===== config.mk =====
export PLATFORM = sky130hd
export DESIGN_NAME = modport_stack
export DESIGN_NICKNAME = d
export VERILOG_FILES = /design/src/rtl/modport_stack.sv
export SDC_FILE = /design/constraint.sdc
export NUM_CORES = 2
export LEC_CHECK = 0
export ABC_CLOCK_PERIOD_IN_PS = 6060
export CAP_MARGIN = 20
export CORE_MARGIN = 2
export CORE_UTILIZATION = 54
export CTS_BUF_LIST = sky130_fd_sc_hd__clkbuf_8
export DETAILED_ROUTE_END_ITERATION = 10
export PLACE_DENSITY = 0.7
export SETUP_SLACK_MARGIN = 0.02
export SKIP_CTS_REPAIR_TIMING = 1
export SYNTH_ARGS = -nofsm -noshare
export SYNTH_HDL_FRONTEND = slang
export SYNTH_SLANG_ARGS = --single-unit
export TNS_END_PERCENT = 100

===== constraint.sdc =====
create_clock -name clk -period 6.06 [get_ports clk]
set_input_delay 1.212 -clock clk [delete_from_list [all_inputs] [get_ports clk]]
set_output_delay 1.212 -clock clk [all_outputs]
set_load 0.005 [all_outputs]

===== src/rtl/modport_stack.sv =====
// Slave side of the ForthSuper data-stack port: LIFO with a registered TOS,
// a register-file body read combinationally at NOS, and overflow/underflow pulses.
module modport_stack #(
    parameter int DW    = 32,
    parameter int DEPTH = 64
) (
    input  logic                       clk,
    input  logic                       rst,
    input  logic                       en,
    input  logic [1:0]                 op,
    input  logic [DW-1:0]              vi,
    output logic [DW-1:0]              s,
    output logic [$clog2(DEPTH):0]     depth,
    output logic                       empty,
    output logic                       full,
    output logic                       ovf,
    output logic                       udf
);

    localparam int AW      = $clog2(DEPTH);
    localparam int DEPTH_W = AW + 1;

    typedef enum logic [1:0] {
        OP_PUSH = 2'b00,
        OP_POP  = 2'b01,
        OP_READ = 2'b10,
        OP_NOP  = 2'b11
    } op_e;

    logic [DW-1:0]      body [DEPTH];
    logic [DW-1:0]      s_next;
    logic [DEPTH_W-1:0] depth_next;
    logic               ovf_next;
    logic               udf_next;
    logic               wr_en;
    logic [AW-1:0]      top_idx;
    logic [AW-1:0]      nos_idx;
    op_e                op_dec;

    assign op_dec = op_e'(op);
    assign empty  = (depth == '0);
    assign full   = (depth == DEPTH_W'(DEPTH));

    // Body holds cells below TOS: slot depth-1 receives the old TOS on push,
    // slot depth-2 is the next-on-stack that becomes TOS on pop.
    assign top_idx = depth[AW-1:0] - 1'b1;
    assign nos_idx = depth[AW-1:0] - AW'(2);

    always_comb begin
        s_next     = s;
        depth_next = depth;
        ovf_next   = 1'b0;
        udf_next   = 1'b0;
        wr_en      = 1'b0;
        if (en) begin
            case (op_dec)
                OP_PUSH: begin
                    if (full) begin
                        ovf_next = 1'b1;
                    end else begin
                        wr_en      = !empty;
                        s_next     = vi;
                        depth_next = depth + 1'b1;
                    end
                end
                OP_POP: begin
                    if (empty) begin
                        udf_next = 1'b1;
                    end else begin
                        s_next     = (depth >= DEPTH_W'(2)) ? body[nos_idx] : '0;
                        depth_next = depth - 1'b1;
                    end
                end
                OP_READ: ;
                OP_NOP:  ;
                default: ;
            endcase
        end
    end

    always_ff @(posedge clk or posedge rst) begin
        if (rst) begin
            s     <= '0;
            depth <= '0;
            ovf   <= 1'b0;
            udf   <= 1'b0;
        end else begin
            s     <= s_next;
            depth <= depth_next;
            ovf   <= ovf_next;
            udf   <= udf_next;
        end
    end

    // Body is not cleared by reset; a write coinciding with reset is dropped.
    always_ff @(posedge clk) begin
        if (wr_en && !rst) begin
            body[top_idx] <= s;
        end
    end

endmodule


==> results.cfg <==
[placement]
gp_congestion = 0.9872
port_buffers = 79
hpwlAfterDp_mm = 132.9
preCtsSetupSlack_ns = 0.9839

[synth]
synth.cell_area_mm2 = 0.08113
synth-warning-count = 0
syn_inst = 3698
synth_area_per_cell_um2 = 21.94
yosys-top-cells-count = sky130_fd_sc_hd__edfxtp_1, sky130_fd_sc_hd__mux4_2, sky130_fd_sc_hd__nand2_1
synth_top_cell_by_area = sky130_fd_sc_hd__edfxtp_1
synth_cell_type_count = 67
synth-async-reset-ratio_pct = 1.963
top_post_synthesis_cells_by_area = sky130_fd_sc_hd__edfxtp_1, sky130_fd_sc_hd__mux4_2, sky130_fd_sc_hd__dfrtp_1
post-synth-top-count-cell = sky130_fd_sc_hd__edfxtp_1
synthesis_stage_register_bit_count = 2089
synth_enable_flop_cells = 2048
ys_dominant_reg_cell = sky130_fd_sc_hd__edfxtp_1
synth_top_cell_area_share_pct = 75.80
synth.yosys.seq_area_share_pct = 77.06
mappedNetlistNets = 3741

[critical_path]
data_required_time_at_the_worst_endpoint_ns = 6.84
category_of_the_most_critical_setup_path = register to register
setup.worst_path.start = depth[2]
regToRegStartpoint = depth[2]
critical_path.max_fanout = 25
cp-end-kind = register
data_arrival_time_of_the_critical_path_ns = 6.08
startpoint_type = register

[clocking]
worstSkewPairLatency_ns = 1.04
path_clk_slew_ns = 0.06
cts_inserted_buffers = 338
cts.path.max_buffers = 4
cts-htree-levels = 5
tritoncts = built
clock-sinks = 2089
clockRootBuffer = sky130_fd_sc_hd__clkbuf_8

[route]
dr.first_iter.drc_count = 7120
detail_route.wl_per_cell_um = 35.01
highest_layer = met5
drcViolationCount = 0
wl_met1_mm = 82.34
viasPerCell = 6.605
route.vias.total = 41960
drtAntennaViolNets = 0
routed_wl_mm = 222.4
met3WireLength_mm = 32.44
detailedRoute.firstPassIterationCount = 6
detailroute.wirelength.met2_mm = 98.29

[global_routing]
antenna_found_initial = 18
first_global_vias = 40320
globalRouteOverflowTotal = 0
global_route_wire_length_before_repair_mm = 309.5
grt_start_max_net_pins = 122
gr-usage-all-layers_pct = 29.30

[sta]
fin_clk_skew_ns = 0.06216
final_hold_viol_count = 0
setup_viol = 0
maxSlewViolCount = 0
grt_setup_unrepaired = false
min_period_over_period_pct = 87.37
worst_slew_margin_rel_pct = 20.08
worst_slack_ns = 0.7655
final.setup.tns_ns = 0
tightestPinTransition_ns = 1.191
clock.fmax_ghz = 0.1889
fin_crit_ns = 5.295

[final_layout]
synthToLayoutAreaGrowth_pct = 12.62
post-route-util_pct = 61.08
num-nets-final = 4139
post_route_cells_drive_above_1_share_pct = 28.36

[power_and_ir_drop]
vdd_drop_max_mv = 0.8078
power.static_leakage_nw = 28.93
powerDensity_mw_per_mm2 = 516.6

[floorplanning]
placementRows = 142
pin_count = 80
fp.coreArea_mm2 = 0.1496
chip_height_um = 391.6
floorplan.die_area_mm2 = 0.1534
die_w_um = 391.6
starting_density_of_the_core_pct = 54.23

[flow_run]
drv.max_cap_violation_count = 0

[outcome]
status = complete, no violations

[worst_hold_path]
min_delay_path_class = primary input to asynchronous set/reset pin
==> layout by cell type, fill, tap and decap left out, drive strengths merged, types with 14 or more instances in the layout <==
master | Yosys | final
nand2 | 177 | 177
mux4 | 534 | 534
xnor2 | 18 | 18
a211oi | 24 | 24
inv | 7 | 89
nor2 | 151 | 151
clkbuf | 48 | 347
a32oi | 18 | 18
o21ai | 26 | 26
mux2i | 100 | 100
and3 | 17 | 17
and2 | 27 | 27
buf | 154 | 181
a31oi | 16 | 16
edfxtp | 2048 | 2048
o22ai | 29 | 29
nor3 | 14 | 14
clkinv | 1 | 129
a21oi | 48 | 48
nand3 | 38 | 38
clkdlybuf4s50 | 0 | 79
o221ai | 14 | 14
dfrtp | 41 | 41
==> cell type report <==
cell class	instances	area (µm²)
inverters	8	31.28
clock inverters	227	1265
clock buffers	347	4776
well taps	2016	2522
diodes	6	15.01
flip-flops and latches	2089	62570
fillers	10300	58220
repair buffers	260	2335
multi-input cells	1399	17860
==> state kept, by name (all words and copies together) (netlist names) <==
name / cells
body: 2048
s: 32
depth: 7
ovf: 1
udf: 1
==> final timing paths <==
check | end | slack [ns] | cells past startpoint
max in group asynchronous | s[20] | 4.65 | 3
hold reg to reg | body[51][1] | 0.58 | 0
min in group clk | body[51][1] | 0.58 | 0
setup reg to reg | s[28] | 0.77 | 11
setup / recovery | s[28] | 0.77 | 11
hold / removal | s[12] | 0.45 | 2
==> metrics by stage <==
stage / cells / power (mW) / area, µm² / hold WS, ns
after floorplan: 3698 / 28.61 / 81130 / 0.5382
after global placement: 5771 / 35.68 / 85310 / 0.5576
after detailed placement: 5771 / 35.83 / 85310 / 0.5525
after CTS: 6345 / 46.92 / 91350 / 0.3746
after global routing: 6347 / 48.38 / 91360 / 0.4269
final: 6352 / 47.20 / 91370 / 0.4486
==> power breakdown <==
part	switching [mW]	internal, mW	leakage [nW]	total, mW
Clock	5.40	5.84	3.40	11.2
Sequential	0.394	17.7	18.9	18.1
Combinational	11.7	6.18	6.67	17.9
==> worst max-delay path, stage by stage (launching register included) <==
cell and delay (ns):
sky130_fd_sc_hd__dfrtp_1 0.79, sky130_fd_sc_hd__inv_1 0.29, sky130_fd_sc_hd__ha_1 0.28, sky130_fd_sc_hd__buf_4 0.21, sky130_fd_sc_hd__xor2_4 0.80, sky130_fd_sc_hd__buf_4 0.53, sky130_fd_sc_hd__buf_4 0.27, sky130_fd_sc_hd__o221ai_1 0.14
sky130_fd_sc_hd__o21ai_1 0.13, sky130_fd_sc_hd__a21oi_1 0.16, sky130_fd_sc_hd__a311oi_1 0.99, sky130_fd_sc_hd__o22ai_1 0.42
==> metal layers <==
metal  global-route usage (%)  vias up
met3                    9.872      498
met2                    42.01     3228
met1                    42.20    21830
met4                    10.94       10
met5                        0        -
li1                         -    16390
==> kinds of logic (layout without fill, tap and decap cells) <==
logic type | Yosys count | in the layout | share of synthesized area (%)
AOI/OAI and AO/OA | 260 | 260 | 2.276
xor gates and xnor gates | 25 | 25 | 0.3023
adders and majority gates | 6 | 6 | 0.09253
buffers and inverters | 210 | 842 | 1.593
DFF | 2089 | 2089 | 77.06
muxes | 637 | 637 | 16.12
other | 0 | 6 | 0
and+or+nand+nor | 471 | 471 | 2.555
Note: power is estimated with default switching activity, not from simulation.
